### src/rtl/minterm_feed_stage.sv
// minterm_feed_stage: small first-word-fall-through FIFO of 2-bit gate operand
// codes {a,b}, presented downstream as a one-hot minterm vector. When
// sweep_en is asserted and the FIFO is empty, the stage instead cycles through
// all four operand combinations on its own.
//
// Ports
//   clk, rst    : clock (rising edge) and asynchronous active-high reset
//   in_valid    : upstream operand pair present
//   in_ready    : stage accepts the pair this cycle
//   a, b        : gate operands
//   sweep_en    : request an autonomous sweep of all (a,b) combinations
//   out_valid   : i_out carries a valid minterm vector
//   out_ready   : downstream consumes i_out
//   i_out       : one-hot minterm vector, [3]=a&b [2]=a&~b [1]=~a&b [0]=~a&~b
//   level       : current FIFO occupancy
//   sweep_done  : one-cycle pulse after the code-3 sweep entry handshakes
module minterm_feed_stage #(
    parameter int unsigned DEPTH = 4
) (
    input  logic                   clk,
    input  logic                   rst,
    input  logic                   in_valid,
    output logic                   in_ready,
    input  logic                   a,
    input  logic                   b,
    input  logic                   sweep_en,
    output logic                   out_valid,
    input  logic                   out_ready,
    output logic [3:0]             i_out,
    output logic [$clog2(DEPTH):0] level,
    output logic                   sweep_done
);

    localparam int unsigned AW = $clog2(DEPTH);
    localparam int unsigned LW = AW + 1;

    typedef enum logic {
        ST_FIFO  = 1'b0,
        ST_SWEEP = 1'b1
    } state_t;

    state_t          state_q, state_d;
    logic [1:0]      mem_q [DEPTH];
    logic [AW-1:0]   wr_ptr_q, wr_ptr_d;
    logic [AW-1:0]   rd_ptr_q, rd_ptr_d;
    logic [LW-1:0]   level_q, level_d;
    logic [1:0]      sweep_cnt_q, sweep_cnt_d;
    logic            sweep_done_q, sweep_done_d;

    logic            sweep_active;
    logic            full;
    logic            push;
    logic            pop;
    logic            hs;
    logic [1:0]      code;

    // Handshake qualifiers, all derived from registered state. rst gates
    // in_ready so nothing is accepted while the stage is held in reset.
    assign sweep_active = (state_q == ST_SWEEP);
    assign full         = (level_q == LW'(DEPTH));
    assign in_ready     = !rst && !full && !sweep_active;
    assign out_valid    = sweep_active || (level_q != '0);
    assign hs           = out_valid && out_ready;
    assign push         = in_valid && in_ready;
    assign pop          = hs && !sweep_active;

    // Presented code: sweep counter in SWEEP, FIFO head otherwise.
    assign code       = sweep_active ? sweep_cnt_q : mem_q[rd_ptr_q];
    assign i_out      = out_valid ? (4'b0001 << code) : 4'b0000;
    assign level      = level_q;
    assign sweep_done = sweep_done_q;

    // Next-state: mode FSM, sweep counter, FIFO pointers and occupancy.
    always_comb begin
        state_d      = state_q;
        sweep_cnt_d  = sweep_cnt_q;
        sweep_done_d = 1'b0;
        wr_ptr_d     = wr_ptr_q;
        rd_ptr_d     = rd_ptr_q;
        level_d      = level_q;

        case (state_q)
            ST_FIFO: begin
                // Only enter the sweep once the FIFO has drained.
                if (sweep_en && (level_q == '0)) begin
                    state_d = ST_SWEEP;
                end
            end
            ST_SWEEP: begin
                // A presented code is never withdrawn; exit only on handshake.
                if (hs) begin
                    sweep_cnt_d  = sweep_cnt_q + 2'd1;
                    sweep_done_d = (sweep_cnt_q == 2'd3);
                    if (!sweep_en) begin
                        state_d = ST_FIFO;
                    end
                end
            end
            default: state_d = ST_FIFO;
        endcase

        if (push) begin
            wr_ptr_d = wr_ptr_q + AW'(1);
        end
        if (pop) begin
            rd_ptr_d = rd_ptr_q + AW'(1);
        end
        case ({push, pop})
            2'b10:   level_d = level_q + LW'(1);
            2'b01:   level_d = level_q - LW'(1);
            default: level_d = level_q;
        endcase
    end

    // Control state registers.
    always_ff @(posedge clk or posedge rst) begin
        if (rst) begin
            state_q      <= ST_FIFO;
            sweep_cnt_q  <= 2'd0;
            sweep_done_q <= 1'b0;
            wr_ptr_q     <= '0;
            rd_ptr_q     <= '0;
            level_q      <= '0;
        end else begin
            state_q      <= state_d;
            sweep_cnt_q  <= sweep_cnt_d;
            sweep_done_q <= sweep_done_d;
            wr_ptr_q     <= wr_ptr_d;
            rd_ptr_q     <= rd_ptr_d;
            level_q      <= level_d;
        end
    end

    // Storage array; contents are don't-care until written, occupancy guards reads.
    always_ff @(posedge clk) begin
        if (push) begin
            mem_q[wr_ptr_q] <= {a, b};
        end
    end

endmodule

### config.mk
export PLATFORM = sky130hd
export DESIGN_NAME = minterm_feed_stage
export DESIGN_NICKNAME = d
export VERILOG_FILES = /design/src/rtl/minterm_feed_stage.sv
export SDC_FILE = /design/constraint.sdc
export NUM_CORES = 1
export LEC_CHECK = 0
export CORE_MARGIN = 5
export CORE_UTILIZATION = 51
export DETAILED_ROUTE_END_ITERATION = 8
export GPL_ROUTABILITY_DRIVEN = 1
export PLACE_DENSITY_LB_ADDON = 0.1
export SLEW_MARGIN = 30
export SYNTH_ARGS = -nofsm -noshare
export SYNTH_HDL_FRONTEND = slang
export SYNTH_SLANG_ARGS = --single-unit
### constraint.sdc
create_clock -name clk -period 2.8 [get_ports clk]
set_clock_uncertainty 0.15 [all_clocks]
set_input_delay 0.56 -clock clk [delete_from_list [all_inputs] [get_ports clk]]
set_output_delay 0.56 -clock clk [all_outputs]
set_load 0.03 [all_outputs]
==> results.cfg <==
[status]
status = completed

[placed_design]
detailed_place_hpwl_microns = 1300
gp_congestion = 0.689
place_inst = 128
dpl-instance-area_sq_um = 1200
port_buffers = 16

[detailed_routing]
drc = 0
final_antenna_net_count = 0
routed_wirelength_microns = 1620
first_iter_violations = 4
detail_route.wl_per_cell_microns = 12.3
dr.pass1.iters = 3
vias = 633
via_per_inst = 4.80

[synth]
synthCells = 83
synthTopCellsByCount = dfrtp_1, edfxtp_1, inv_1, ha_1
synth.top_cell.area_share_pct = 27.7
avgSynthCellArea_sq_um = 12.0
yosysUniqueCellTypes = 29
synth_warnings = 0
syn-num-nets = 97
netlist_area_sq_um = 995
yosys-top-cells-area = dfrtp_1, edfxtp_1, ha_1
synth-edff-count = 8
ys.flop_type = dfrtp_1
synth.most_common_cell = dfrtp_1
async_flop_share_pct = 57.9
ys_seq_area_share_pct = 51.8
yosysTopAreaCell = dfrtp_1
ys_seq_elements = 19

[setup_path]
startpoint_type = flop
cp_data_arrival_time_ps = 1960
required_ps = 2090
path_class = flop to primary output
end_kind = primary output
slowest_stage = or4_4
crit_chain = or4_4, o31ai_2, a211oi_1, and2_1, clkdlybuf4s15_1
cp_max_fo = 9
slowest_delay_ps = 540

[timing]
timing.setup.tns_ps = 0
max_freq_mhz = 374
period_share_pct = 95.4
setup_violations = 0
worstMarginPinSlew_ps = 457
hold-worst-slack_ps = 361
fin_crit_ps = 2670
final_max_slew_viol_count = 0
rsz0062_at_grt = false
hold_violations = 0
relSlewSlack_pct = 69.5

[global_route]
grt-ovfl-total = 0
antenna_found_initial = 0
grt.total_usage_pct = 13.3
grt_max_degree = 12
grt_pass1_vias = 611
grt_pass1_wl_microns = 2670

[clock_tree]
cts.clk_slew.worst_paths_ps = 100
root_buffer = clkbuf_4
cts_buffers = 3
htree_levels = 1
cts_tree = done
cts_setup_buffers = 0
clk_latency_ps = 280
clockBufferDepth = 2
clock-sinks = 19
cts_hold_buf = 0

[cells_and_area]
drive_gt1_share_pct = 15.2
areaGrowthSynthToFinish_pct = 23.9
nets = 120
fin_cells = 132
antenna_cells = 0
fillers = 156
design_area_sq_um = 1230

[floorplan]
boundaryPins = 17
die_area_sq_um = 2930
start_util_pct = 52.3
rows = 16
dieHeight_microns = 54.2
die_w_microns = 54.2
core_area_sq_um = 1900

[pwr]
p_per_area_nw_per_um2 = 1200
leakage_nw = 0.553
vdd_drop_max_mv = 0.755

[min_path]
min_path_type = flop to flop

[run]
cap_violations = 0
[layer usage]
layer | track usage [%] | vias to the layer above | share of wire (%)
li1 | - | 327 | -
met1 | 15.6 | 294 | 45
met2 | 22.5 | 10 | 51
met3 | 2.49 | 2 | 2.9
met4 | 7.47 | 0 | 1.1
met5 | 0 | - | 0
[critical path, delay by kind of cell, from the launching register on]
| kind | cells | cell delay (ps) |
|---|---|---|
| simple gates | 2 | 710 |
| compound gates | 2 | 150 |
| buf+inv | 1 | 330 |
| flops | 1 | 490 |
[placed cells by master (no fill, tap or decap), drive strengths merged]
cell type      count
and2               2
dfrtp             11
xnor2              4
mux2i              4
nand2              4
ha                 6
nand3              2
a21oi              3
and3               5
a311oi             1
o21ai              3
clkdlybuf4s50     11
dlygate4sd2        1
xor2               3
clkbuf             4
or4                1
dlymetal6s2s       1
clkdlybuf4s15      2
a22oi              1
a211oi             1
o31ai              1
nor2b              5
mux2               1
buf                5
nor3               1
nor3b              1
inv                9
nor2               3
fa                 1
edfxtp             8
[flip-flops by register name (all words and copies together), names as in the netlist]
signal       flops
rd_ptr_q         2
sweep_done       1
mem_q            8
sweep_cnt_q      2
state_q          1
wr_ptr_q         2
level            3
[cells by family (layout without fill, tap and decap cells)]
kind of cell,Yosys count,count (layout),share of synthesized area [%]
mux,5,5,5.16
buf+inv,11,33,4.65
fa+ha+maj,7,7,9.56
simple gates,24,24,14.2
xor+xnor,7,7,6.16
compound gates,10,10,8.43
flops,19,19,51.8
[repair_timing]
action,4_1_cts,5_1_grt
hold endpoints to repair,0,0
setup endpoints to repair,4,3
resized for setup,4,3
[cell type report]
| class | instances | area (sq um) | area share, % |
|---|---|---|---|
| flip-flops and latches | 19 | 517 | 41.9 |
| multi-input cells | 53 | 433 | 35.1 |
| repair buffers | 20 | 189 | 15.3 |
| inverters | 9 | 33.8 | 2.74 |
| well taps | 27 | 33.8 | 2.74 |
| clock buffers | 4 | 26.3 | 2.13 |
[through the flow]
stage	utilization [%]	setup WS, ps	total power, mW
floorplan	-	208	1.08
global placement	63.3	139	1.37
detailed placement	63.3	109	1.39
CTS	64.5	6.54	1.49
global route	64.8	12.7	1.59
finish	64.8	128	1.47
[worst paths after layout]
path	end	startpoint	cells after the start	slack, ps
worst max-delay path	i_out[0]	state_q	5	130
worst min-delay path	sweep_cnt_q[0]	sweep_cnt_q[0]	1	360
worst max register to register	level[2]	state_q	10	550
worst min register to register	sweep_cnt_q[0]	sweep_cnt_q[0]	1	360
max in group asynchronous	rd_ptr_q[0]	rst	2	1640
min in group asynchronous	level[1]	rst	2	510
[where the power goes]
part | internal (mW) | switching [mW]
sequential | 0.384 | 0.0986
clock | 0.0552 | 0.0739
combinational | 0.387 | 0.475
total | 0.826 | 0.647
No activity file was read; power rests on OpenSTA's default activity.
==> RTL edit, RTL diff (same settings) <==
Change the parameter `DEPTH` from 4 to 2.
--- a/src/rtl/minterm_feed_stage.sv
+++ b/src/rtl/minterm_feed_stage.sv
@@ -17,3 +17,3 @@
 module minterm_feed_stage #(
-    parameter int unsigned DEPTH = 4
+    parameter int unsigned DEPTH = 2
 ) (
Ports: changed (resized level); port bits go from 17 to 16. No check against the original RTL was run, so the function may have changed too.
==> RTL edit against the unedited design <==
Register-to-register slack improved by 0.48 ns; die area fell by 34%; wire length shrank 32%; critical path type unchanged; worst hold slack got worse by 0.036 ns; combinational power shrank 34%; power shrank 32%; largest power group unchanged; sequential cell count down 7; critical path depth down 1; design area fell by 37%; synthesized area shrank 40%; setup slack worse by 0.00087 ns.
==> RTL edit: results (changes against the unedited design) <==
placed_design:
  half_perimeter_wire_length_after_placement_um: 901  # -31%
  placement.io_buffers: 15  # -1
  globalplace.congestion: 0.702  # +1.9%
cts:
  cts_hold_buf: 0  # unchanged
  cts-root-buf: "sky130_fd_sc_hd__clkbuf_4"
  worst_setup_hold_path_clk_slew_ns: 0.07  # -0.03 ns
  clk-insertion-delay-late_ns: 0.26  # -0.02 ns
  cts_repair_resizes: 0  # -4
cells_and_area:
  largest_register_ff_count: 4  # -4
  seq_area_frac: 0.410  # -0.00903
  multiInputCombCellCount: 34  # -36%
  inserted_diodes: 0  # unchanged
  footprint_of_the_multi_input_gates_um2: 246  # -43%
  signal_buffers: 16  # -20%
  inverters_excl_clock: 4  # -5
  post_route_cells_drive_above_1_share: 0.129  # -0.0238
  n_fill_cell: 105  # -33%
  clk_share: 0.0337  # +0.0123
  final-nonclk-buf-share: 0.199  # +0.0454
  final_net_count: 80  # -33%
logic_synthesis:
  synth-warning-count: 0  # unchanged
  synth-edff-count: 4  # -4
  synth_top_family_by_area: "compound AO/OA/AOI/OAI gates"
  post_synth_mux_area_share: 0.0526  # +0.00106
  netlist-cell-type-count: 22  # -24%
  flip_flop_and_latch_count_after_synthesis: 12  # -7
  postSynth.topFlopCell: "sky130_fd_sc_hd__dfrtp_1"
  synth-xor-area-share: 0.0884  # +0.0268
  async_flop_share: 0.667  # +0.0877
  yosys-top-cells-count: "sky130_fd_sc_hd__dfrtp_1 (8), sky130_fd_sc_hd__nor2_1 (8), sky130_fd_sc_hd__xnor2_1 (5)"
  synth.net_count: 61  # -37%
  synth_adder_area_share: 0.0421  # -0.0535
  synth_compound_gate_area_share: 0.118  # +0.0336
  synth_area_leaders: "sky130_fd_sc_hd__dfrtp_1 (34%), sky130_fd_sc_hd__edfxtp_1 (20%), sky130_fd_sc_hd__xnor2_1 (7.4%), sky130_fd_sc_hd__nor2_1 (5.1%), sky130_fd_sc_hd__ha_1 (4.2%)"
  seq_area_frac_synth: 0.539  # +0.0207
setup_path:
  critPathSlowestCell: "sky130_fd_sc_hd__clkdlybuf4s50_1"
  worst_path_dominant_cell_family: "buffers and inverters"
  critical_path.max_fanout: 7  # -2
  arrival_ns: 1.96  # about the same
  worst_path_largest_cell_delay_ns: 0.67  # +0.13 ns
global_routing:
  via_count_of_the_first_global_routing_pass: 451  # -26%
  grtUsageTotal: 0.137  # +0.00365
  first_pass_grt_wire_length_um: 1960  # -27%
  maximum_number_of_pins_on_one_net_before_global_route_repair: 12  # unchanged
pwr:
  peakVddDrop_v: 0.000720  # -4.7%
  sw_frac_of_total: 0.438  # -0.00120
  pwr.group.clock_w: 0.000108  # -16%
  pwr.group.sequential_w: 0.000326  # -32%
  power.leakage_nw: 0.337  # -39%
min_path:
  hp-class: "input pin to async pin"
routing:
  via_count: 411  # -35%
  totalWireLength_um: 1100  # -32%
  drt_iter0_drc: 0  # -4
  detail_route.first_pass.iterations: 1  # -2
run_status:
  run_status: "finished, final reports clean"
timing:
  tightestPinTransition_ns: 0.338  # -0.119 ns
## RTL edit: cell count changes in the layout (fill, tap and decap cells not counted), moves of 3 or more
cell and change:
sky130_fd_sc_hd__nor2_1 +5, sky130_fd_sc_hd__nor2b_1 -5, sky130_fd_sc_hd__edfxtp_1 -4, sky130_fd_sc_hd__ha_1 -4, sky130_fd_sc_hd__inv_1 -4, sky130_fd_sc_hd__and3_1 -3, sky130_fd_sc_hd__buf_4 -3, sky130_fd_sc_hd__clkdlybuf4s50_1 +3
## RTL edit: metrics by stage
stage | setup slack, ns | std cells | instance area (um2) | power [W] | util
2_1_floorplan | 0.583 | 52 | 594 | 0.000714 | -
3_3_place_gp | 0.464 | 80 | 754 | 0.000882 | 0.679
3_5_place_dp | 0.421 | 80 | 754 | 0.000897 | 0.679
4_1_cts | 0.120 | 84 | 781 | 0.00101 | 0.703
5_1_grt | 0.0334 | 84 | 781 | 0.00107 | 0.703
6_report | 0.127 | 84 | 781 | 0.000999 | 0.703
## RTL edit: path summary, 6_finish.rpt
check / startpoint / to / slack [ns] / cells past startpoint
max: level[0] / i_out[2] / 0.13 / 4
max reg2reg: state_q / level[1] / 1.03 / 5
min: rst / wr_ptr_q / 0.32 / 2
min reg2reg: wr_ptr_q / wr_ptr_q / 0.34 / 1
max in group asynchronous: rst / rd_ptr_q / 1.85 / 3
min in group clk: wr_ptr_q / wr_ptr_q / 0.34 / 1
## RTL edit: metal layers
metal | global-route usage | vias to the layer above | part of all wire
met5 | 0 | - | 0
met4 | 0.0361 | 0 | 0.013
met3 | 0.0447 | 2 | 0.056
met2 | 0.230 | 11 | 0.49
met1 | 0.168 | 185 | 0.44
li1 | - | 213 | -
